`src/rtl/alu_seq.sv`:
```
// Multi-cycle sequencer that runs an NBYTES-wide operation as a chain of byte
// operations on an external 8-bit ALU, chaining shift/carry between bytes.
module alu_seq #(
    parameter int unsigned NBYTES = 2
) (
    input  logic                  clk,
    input  logic                  rst_n,
    input  logic                  start,
    input  logic [3:0]            op,
    input  logic [8*NBYTES-1:0]   opA,
    input  logic [8*NBYTES-1:0]   opB,
    input  logic                  cin,
    output logic                  busy,
    output logic                  done,
    output logic [8*NBYTES-1:0]   result,
    output logic                  cout,
    output logic                  zero_o,
    output logic                  pari_o,
    output logic                  err,
    output logic [3:0]            alu_cmd,
    output logic [7:0]            alu_inA,
    output logic [7:0]            alu_inB,
    output logic                  alu_sc_i,
    input  logic [7:0]            alu_rslt,
    input  logic                  alu_sc_o
);

    localparam int unsigned W  = 8 * NBYTES;
    localparam int unsigned IW = (NBYTES > 1) ? $clog2(NBYTES) : 1;

    typedef enum logic [1:0] {StIdle, StRun, StDone} state_e;

    state_e          state_q, state_d;
    logic [3:0]      op_q, op_d;
    logic [W-1:0]    a_q, a_d, b_q, b_d;
    logic            cin_q, cin_d;
    logic [IW-1:0]   k_q, k_d;
    logic            carry_q, carry_d;
    logic [W-1:0]    acc_q, acc_d;
    logic [W-1:0]    result_q, result_d;
    logic            cout_q, cout_d, zero_q, zero_d, pari_q, pari_d;
    logic            err_q, err_d, busy_q, busy_d, done_q, done_d;

    logic            msb_first, first, chain_in;
    int unsigned     bsel;
    logic [7:0]      a_byte, b_byte;

    // ALU drive: byte order depends on shift direction, carry chains from k=0 seed
    always_comb begin
        msb_first = (op_q == 4'd3) || (op_q == 4'd4);
        bsel      = msb_first ? (NBYTES - 1 - 32'(k_q)) : 32'(k_q);
        first     = (k_q == '0);
        a_byte    = a_q[8*bsel +: 8];
        b_byte    = b_q[8*bsel +: 8];
        chain_in  = first ? cin_q : carry_q;
        alu_cmd   = 4'd8;
        alu_inA   = 8'h00;
        alu_inB   = 8'h00;
        alu_sc_i  = 1'b0;
        if (state_q == StRun) begin
            alu_inA = a_byte;
            alu_inB = b_byte;
            case (op_q)
                4'd0: begin alu_cmd = 4'd0; alu_sc_i = chain_in; end
                4'd1: begin
                    alu_cmd  = 4'd0;
                    alu_inB  = ~b_byte;
                    alu_sc_i = first ? 1'b1 : carry_q;
                end
                4'd2: begin alu_cmd = 4'd2; alu_sc_i = chain_in; end
                4'd3: begin
                    alu_cmd  = first ? 4'd3 : 4'd4;
                    alu_sc_i = first ? 1'b0 : carry_q;
                end
                4'd4: begin alu_cmd = 4'd4; alu_sc_i = chain_in; end
                4'd5: begin alu_cmd = 4'd7; alu_inB = 8'hFF; end
                4'd6: alu_cmd = 4'd6;
                4'd7: alu_cmd = 4'd7;
                default: alu_cmd = 4'd8;
            endcase
        end
    end

    always_comb begin
        state_d  = state_q;
        op_d     = op_q;
        a_d      = a_q;
        b_d      = b_q;
        cin_d    = cin_q;
        k_d      = k_q;
        carry_d  = carry_q;
        acc_d    = acc_q;
        result_d = result_q;
        cout_d   = cout_q;
        zero_d   = zero_q;
        pari_d   = pari_q;
        err_d    = err_q;
        case (state_q)
            StRun: begin
                acc_d[8*bsel +: 8] = alu_rslt;
                carry_d = (op_q <= 4'd4) ? alu_sc_o : 1'b0;
                if (k_q == IW'(NBYTES - 1)) begin
                    state_d  = StDone;
                    k_d      = '0;
                    result_d = acc_d;
                    cout_d   = carry_d;
                    zero_d   = (acc_d == '0);
                    pari_d   = ^acc_d;
                end else begin
                    k_d = k_q + IW'(1);
                end
            end
            default: begin
                if (state_q == StDone) state_d = StIdle;
                if (start) begin
                    // Illegal ops are folded into pass A at latch time
                    op_d    = (op > 4'd8) ? 4'd8 : op;
                    err_d   = (op > 4'd8);
                    a_d     = opA;
                    b_d     = opB;
                    cin_d   = cin;
                    k_d     = '0;
                    carry_d = 1'b0;
                    state_d = StRun;
                end
            end
        endcase
        busy_d = (state_d == StRun);
        // Completion is flagged the cycle after the DONE state is reached
        done_d = (state_q == StDone);
    end

    always_ff @(posedge clk) begin
        if (!rst_n) begin
            state_q  <= StIdle;
            op_q     <= 4'd0;
            a_q      <= '0;
            b_q      <= '0;
            cin_q    <= 1'b0;
            k_q      <= '0;
            carry_q  <= 1'b0;
            acc_q    <= '0;
            result_q <= '0;
            cout_q   <= 1'b0;
            zero_q   <= 1'b1;
            pari_q   <= 1'b0;
            err_q    <= 1'b0;
            busy_q   <= 1'b0;
            done_q   <= 1'b0;
        end else begin
            state_q  <= state_d;
            op_q     <= op_d;
            a_q      <= a_d;
            b_q      <= b_d;
            cin_q    <= cin_d;
            k_q      <= k_d;
            carry_q  <= carry_d;
            acc_q    <= acc_d;
            result_q <= result_d;
            cout_q   <= cout_d;
            zero_q   <= zero_d;
            pari_q   <= pari_d;
            err_q    <= err_d;
            busy_q   <= busy_d;
            done_q   <= done_d;
        end
    end

    assign busy   = busy_q;
    assign done   = done_q;
    assign result = result_q;
    assign cout   = cout_q;
    assign zero_o = zero_q;
    assign pari_o = pari_q;
    assign err    = err_q;

endmodule

```
`config.mk`:
```
export PLATFORM = sky130hd
export DESIGN_NAME = alu_seq
export DESIGN_NICKNAME = d
export VERILOG_FILES = /design/src/rtl/alu_seq.sv
export SDC_FILE = /design/constraint.sdc
export NUM_CORES = 1
export LEC_CHECK = 0
export BUFFER_PORTS_ARGS = -buffer_cell sky130_fd_sc_hd__clkbuf_2
export CORE_ASPECT_RATIO = 0.9
export CORE_MARGIN = 2
export CORE_UTILIZATION = 57
export CTS_BUF_LIST = sky130_fd_sc_hd__clkbuf_2 sky130_fd_sc_hd__clkbuf_4 sky130_fd_sc_hd__clkbuf_8
export DETAILED_ROUTE_END_ITERATION = 10
export PLACE_DENSITY = 0.83
export RECOVER_POWER = 25
export SYNTH_ARGS = -nofsm -noshare
export SYNTH_HDL_FRONTEND = slang
export SYNTH_SLANG_ARGS = --single-unit
```
`constraint.sdc`:
```
create_clock -name clk -period 3.71 [get_ports clk]
set_input_delay 0.5565 -clock clk [delete_from_list [all_inputs] [get_ports clk]]
set_output_delay 0.5565 -clock clk [all_outputs]
set_load 0.005 [all_outputs]
```
Yosys cells after proc, flatten, opt, wreduce, memory -nomap -nowiden
Cells that the tools add are included.
- $add $sub $neg: 3
- order comparisons: 2
- multipliers: 0
- divide/modulo/power cells: 0
- equality and inequality tests: 10
- bitwise logic cells: 2
- shift-type cells: 4
- muxes and demuxes: 23
- reduce and logical (&&, ||, !) cells: 10
- operators with widths (operator ; number):
    16-bit by 33-bit indexed part select with 8-bit output ; 2
    32-bit negator with 34-bit output ; 1
    8-bit by 34-bit variable shift with 16-bit output, first input constant ; 1
    8-bit by 34-bit indexed part select with 16-bit output ; 1
    29-bit two-way mux ; 1
    4-bit case mux with 6 select lines ; 1
    16-bit bitwise mux ; 1
    4-bit by 3-bit == test with 1-bit output, second input constant ; 4
    16-bit logical NOT ; 1
    8-bit two-way mux ; 2
    8-bit case mux with 2 select lines ; 1
    16-bit XOR reduction ; 1
    1-bit two-way mux ; 9
    4-bit by 2-bit == test with 1-bit output, second input constant ; 2
    2-bit two-way mux ; 4
    4-bit two-way mux ; 2
    8-bit NOT ; 1
    2-bit by 1-bit == test with 1-bit output, second input constant ; 2
    4-bit by 1-bit == test with 1-bit output, second input constant ; 1
    4-bit > comparator, second input constant ; 1
    4-bit by 3-bit less-or-equal comparator with 1-bit output, second input constant ; 1
    4-bit logical NOT ; 1
    2-bit AND reduction ; 2
    2-bit OR reduction ; 2
    9 further kinds ; 9
- bits in read-only memories: 0
- latch bits: 0
- bits in writable memories: 0
- flip-flop bits (word level): 79
- memories: 0
- input port bits: 49

Longest topological paths before layout
- depth in word-level cells: 7
- gate-level depth with buffers: 12
- depth with buffers taken out: 9

Worst setup path before layout
Ideal clock, no wire load.
- path type: register to register
- from: reg op_q[3]
- to: reg pari_q (netlist: pari_o)
- data arrival time: 2.452 ns
- path slack: 1.129 ns
- period minus slack after synthesis: 2.581 ns
- cell stages (with the launch flop): 12
- path buffers: 2
- data required time: 3.581 ns
- cell sequence: dfxtp_1 -> or4b_4 -> buf_6 -> a21oi_4 -> nor2_4 -> buf_12 -> mux2i_1 -> ha_1 -> xnor2_1 -> xnor2_1 -> xnor2_1 -> a21oi_1
- word-level cells in the longest chain between the ends: 7
- elaborated cells on any way between the ends: 9
- classes of those cells: add/sub (1); eq/ne (2); shift (2); mux (2); reduce/logical (2)
- RTL lines (what ; RTL line ; source):
    start, declared ; 34 ; logic [3:0] op_q, op_d;
    start signal, assigned ; 152 ; op_q <= op_d;
    4-bit by 2-bit == test with 1-bit output / 4-bit by 3-bit == test with 1-bit output (equally long branches) ; 50 ; msb_first = (op_q == 4'd3) || (op_q == 4'd4);
    1-bit logical OR (*) ; 50 ;
    29-bit two-way mux (*) ; 51 ; bsel = msb_first ? (NBYTES - 1 - 32'(k_q)) : 32'(k_q);
    32-bit negator with 34-bit output (*) ; 100 ; acc_d[8*bsel +: 8] = alu_rslt;
    8-bit by 34-bit indexed part select with 16-bit output / 8-bit by 34-bit variable shift with 16-bit output (equally long branches) ; 100 ;
    16-bit bitwise mux (*) ; 100 ;
    16-bit XOR reduction (*) ; 108 ; pari_d = ^acc_d;
    end signal, assigned ; 162 ; pari_q <= pari_d;
    end, declared ; 41 ; logic cout_q, cout_d, zero_q, zero_d, pari_q, pari_d;
Mark *: on every way between the ends. The rest lies on a longest branch, timed or not.
A chain may end at the register's enable or synchronous reset.

Final worst setup path
- from: reg op_q[0]
- to: out alu_inB[3]
- word-level cells in the longest chain between the ends: 7
- elaborated cells on any way between the ends: 10
- classes of those cells: eq/ne (4); shift (1); mux (3); bitwise (1); reduce/logical (1)
- RTL lines (what ; RTL line ; source):
    4-bit by 2-bit == test with 1-bit output / 4-bit by 3-bit == test with 1-bit output (equally long branches) ; 50 ;
    1-bit logical OR ; 50 ;
    29-bit two-way mux ; 51 ;
    16-bit by 33-bit indexed part select with 8-bit output ; 54 ; b_byte = b_q[8*bsel +: 8];
    8-bit NOT ; 67 ; alu_inB = ~b_byte;
    8-bit case mux with 2 select lines (*) ; 63 ; case (op_q)
    8-bit two-way mux (*) ; 60 ; if (state_q == StRun) begin
    end, declared ; 22 ; output logic [7:0] alu_inB,
Marks and branches as above.

==> run metrics <==
run status finished, violations left; failing checks max-capacitance violations, max-slew violations; Power Total 2.07 mW; final setup fails 0; Max rail drop VDD between 0.15 and 0.2 mV; Place WS between 500 and 600 ps; asr flop ratio synth 0%; Max Transition Viols Final 60; Leak 1.92 nW; Fin. Hold Viols 0; Layout area overhead 14.8%; syn nets roughly 560; number of synthesized flops with an enable pin 0; Int Pwr around 1.5 mW; # DRC 0; initial antenna violation count 0; R2R Path End pari_o; Synth area leaders dfxtp_1, nand2_1, mux2i_1, a21boi_0, a211oi_1; hold_sp opA[6]; Yosys reg bits about 80; Vias 3,962; fraction of layout cells with a size suffix above 1 20.7%; HP Class input pin to register; Yosys warning count 0; number of global-route vias before repair ~3.7k; largest net degree at the start of global routing 60; Seq/Total Area, Yosys a little under two fifths; WL/cell 16.2 um; antenna-violating nets left 0; sequential power share ~45%; Port Buffers 91; Sw Ratio a little over a quarter; die height 86.3 um; Psw ~560 uW; Ant. Diodes 0; Overall Global Routing Usage 27.4%; Top-Level Pins slightly above 90; syn_area_per_cell roughly 8.5 um^2; clock sinks between 70 and 80; share of the synthesized area in the top cell type 36.8%; fin area 4930 um^2; final net count about 630; Setup Fix Bufs, Post-CTS 0; Hold-fix buffers, CTS 0; Setup crit end kind primary output; WP data arrival approximately 2800 ps; PwrDens 420 nW/um^2; fin util 66.3%; setup_tns 0 ps; clk_skew between 7 and 8 ps; routability cong. 0.958; CP required roughly 3200 ps; Clk Latency, worst-skew pair 350 ps; max-cap violations 1; Synth cell types 47; Critical Path Start Type register; Critical R2R Launch op_q[0]; First-pass DRT Iterations 5; Clock power frac between 30% and 40%; total congestion overflow 0; Post-Route WL about 11 mm; Post-Syn Area between 4000 and 5000 um^2; Reg clk slew, reported paths about 80 ps; critical path type register to primary output; Clk Tree Root Cell clkbuf_8; worst slew pin tran 2120 ps; WHS Endpoint a_q[6]; CTS resizes 0; Slew headroom -41.4%; fin crit share approximately 89%; Worst R2R Path Depth 9; Min-Delay Path Depth 3; Initial DRC Count ~290; placed inst area approximately 4700 um^2; combinational share of power 17.4%; Setup WS post-layout around 400 ps; Fmax 302 MHz; Synth Instances between 500 and 600; R2R setup slack roughly 500 ps; die boundary width 95.5 um; Final min period around 3300 ps; first-pass GRT wire length about 18 mm; core area roughly 7400 um^2; HPWL after detailed placement 7.88 mm; top_reg_cell synth dfxtp_1; Vias/cell approximately 5.9; starting density of the core ~58%; dominant cell type by area after synthesis dfxtp_1; critical path fanouts, max 14; CTS Buffer Depth 2; CTS buffer count 9; CTS tree yes; H-tree levels 3; Rows 30; Filler cells 636; die area approximately 8200 um^2; RSZ-0062 raised after global routing false
[power by group through the flow]
stage,sequential (mW),combinational (mW),clock (mW)
floorplan,0.935,0.271,0
global placement,0.949,0.343,0
detailed placement,0.951,0.357,0
CTS,0.931,0.359,0.785
global route,0.937,0.398,0.821
finish,0.932,0.360,0.776
[kinds of logic after synthesis]
| kind of cell | count (synthesis) | share of synthesized area [%] |
|---|---|---|
| AO/OA/AOI/OAI | 133 | 22.6 |
| XOR/XNOR | 7 | 1.43 |
| adder cells (fa/ha/maj) | 8 | 2.33 |
| buffers and inverters | 41 | 5.10 |
| flip-flops | 79 | 36.8 |
| multiplexers | 38 | 8.86 |
| AND/OR/NAND/NOR | 201 | 22.9 |
[synth_stat cells (3+ instances only)]
| library cell | number |
|---|---|
| nor2_1 | 17 |
| buf_2 | 3 |
| nand2_1 | 123 |
| dfxtp_1 | 79 |
| a311oi_1 | 6 |
| or3_1 | 3 |
| a22oi_1 | 9 |
| a21oi_1 | 12 |
| ha_1 | 8 |
| clkbuf_1 | 25 |
| a211oi_1 | 20 |
| a211oi_2 | 8 |
| a21boi_0 | 39 |
| nor4_1 | 8 |
| xnor2_1 | 7 |
| buf_4 | 6 |
| buf_6 | 3 |
| nor2b_1 | 3 |
| nand2b_1 | 13 |
| nor3_1 | 7 |
| nand3_1 | 8 |
| o21ai_0 | 30 |
| mux2i_1 | 38 |
| nand3b_1 | 3 |
[per-layer routing]
layer / vias to the layer above / GRT usage (%) / share of wire, %
li1: 1927 / - / -
met1: 1837 / 36.7 / 44
met2: 166 / 42.8 / 46
met3: 32 / 4.78 / 7.4
met4: 0 / 13.1 / 3.2
met5: - / 0 / 0
[metrics by stage]
| stage | instances | hold slack [ps] |
|---|---|---|
| 5_1_grt | 677 | 440 |
| 4_1_cts | 677 | 422 |
| 6_report | 677 | 432 |
| 2_1_floorplan | 507 | 431 |
| 3_5_place_dp | 661 | 458 |
| 3_3_place_gp | 661 | 448 |
[registers in the layout (all words and copies together) (netlist names), 2 cells and up]
name and cells:
state_q 2, op_q 4, acc_q 16, a_q 16, b_q 16, result 16
[worst max-delay path, stage by stage (launching register included)]
cell and delay, ps:
dfxtp_1 600, nor4bb_4 590, buf_4 260, nor2_2 130
a311oi_1 380, mux2i_1 290, clkbuf_2 160
[worst max-delay path by stage]
stage	from	endpoint	slack, ps	cells past startpoint
5_1_grt	op_q[0]	pari_o	200	9
4_1_cts	op_q[0]	alu_inB[3]	420	6
6_report	op_q[0]	alu_inB[3]	400	6
2_1_floorplan	op_q[3]	pari_o	1130	11
3_5_place_dp	op_q[0]	pari_o	560	9
3_3_place_gp	op_q[0]	pari_o	770	9
[layout by cell type (no fill, tap or decap), types with 13 or more instances in the layout]
master and n:
a21boi_0 39, a211oi_1 20, nand2_1 123, nor2_1 17, mux2i_1 38, dfxtp_1 79, nand2b_1 13, o21ai_0 30
clkbuf_1 15, clkbuf_2 76
[final cells by class]
cell class	instances	area [um^2]	share of cell area, %
Multi-Input combinational cell	387	2490	50.6
Sequential cell	79	1580	32.1
Timing Repair Buffer	98	485	9.85
Clock buffer	11	139	2.82
Tap cell	96	120	2.44
Clock inverter	5	106	2.16
Inverter	1	3.75	0.0762
Note: power is estimated with default switching activity, not from simulation.
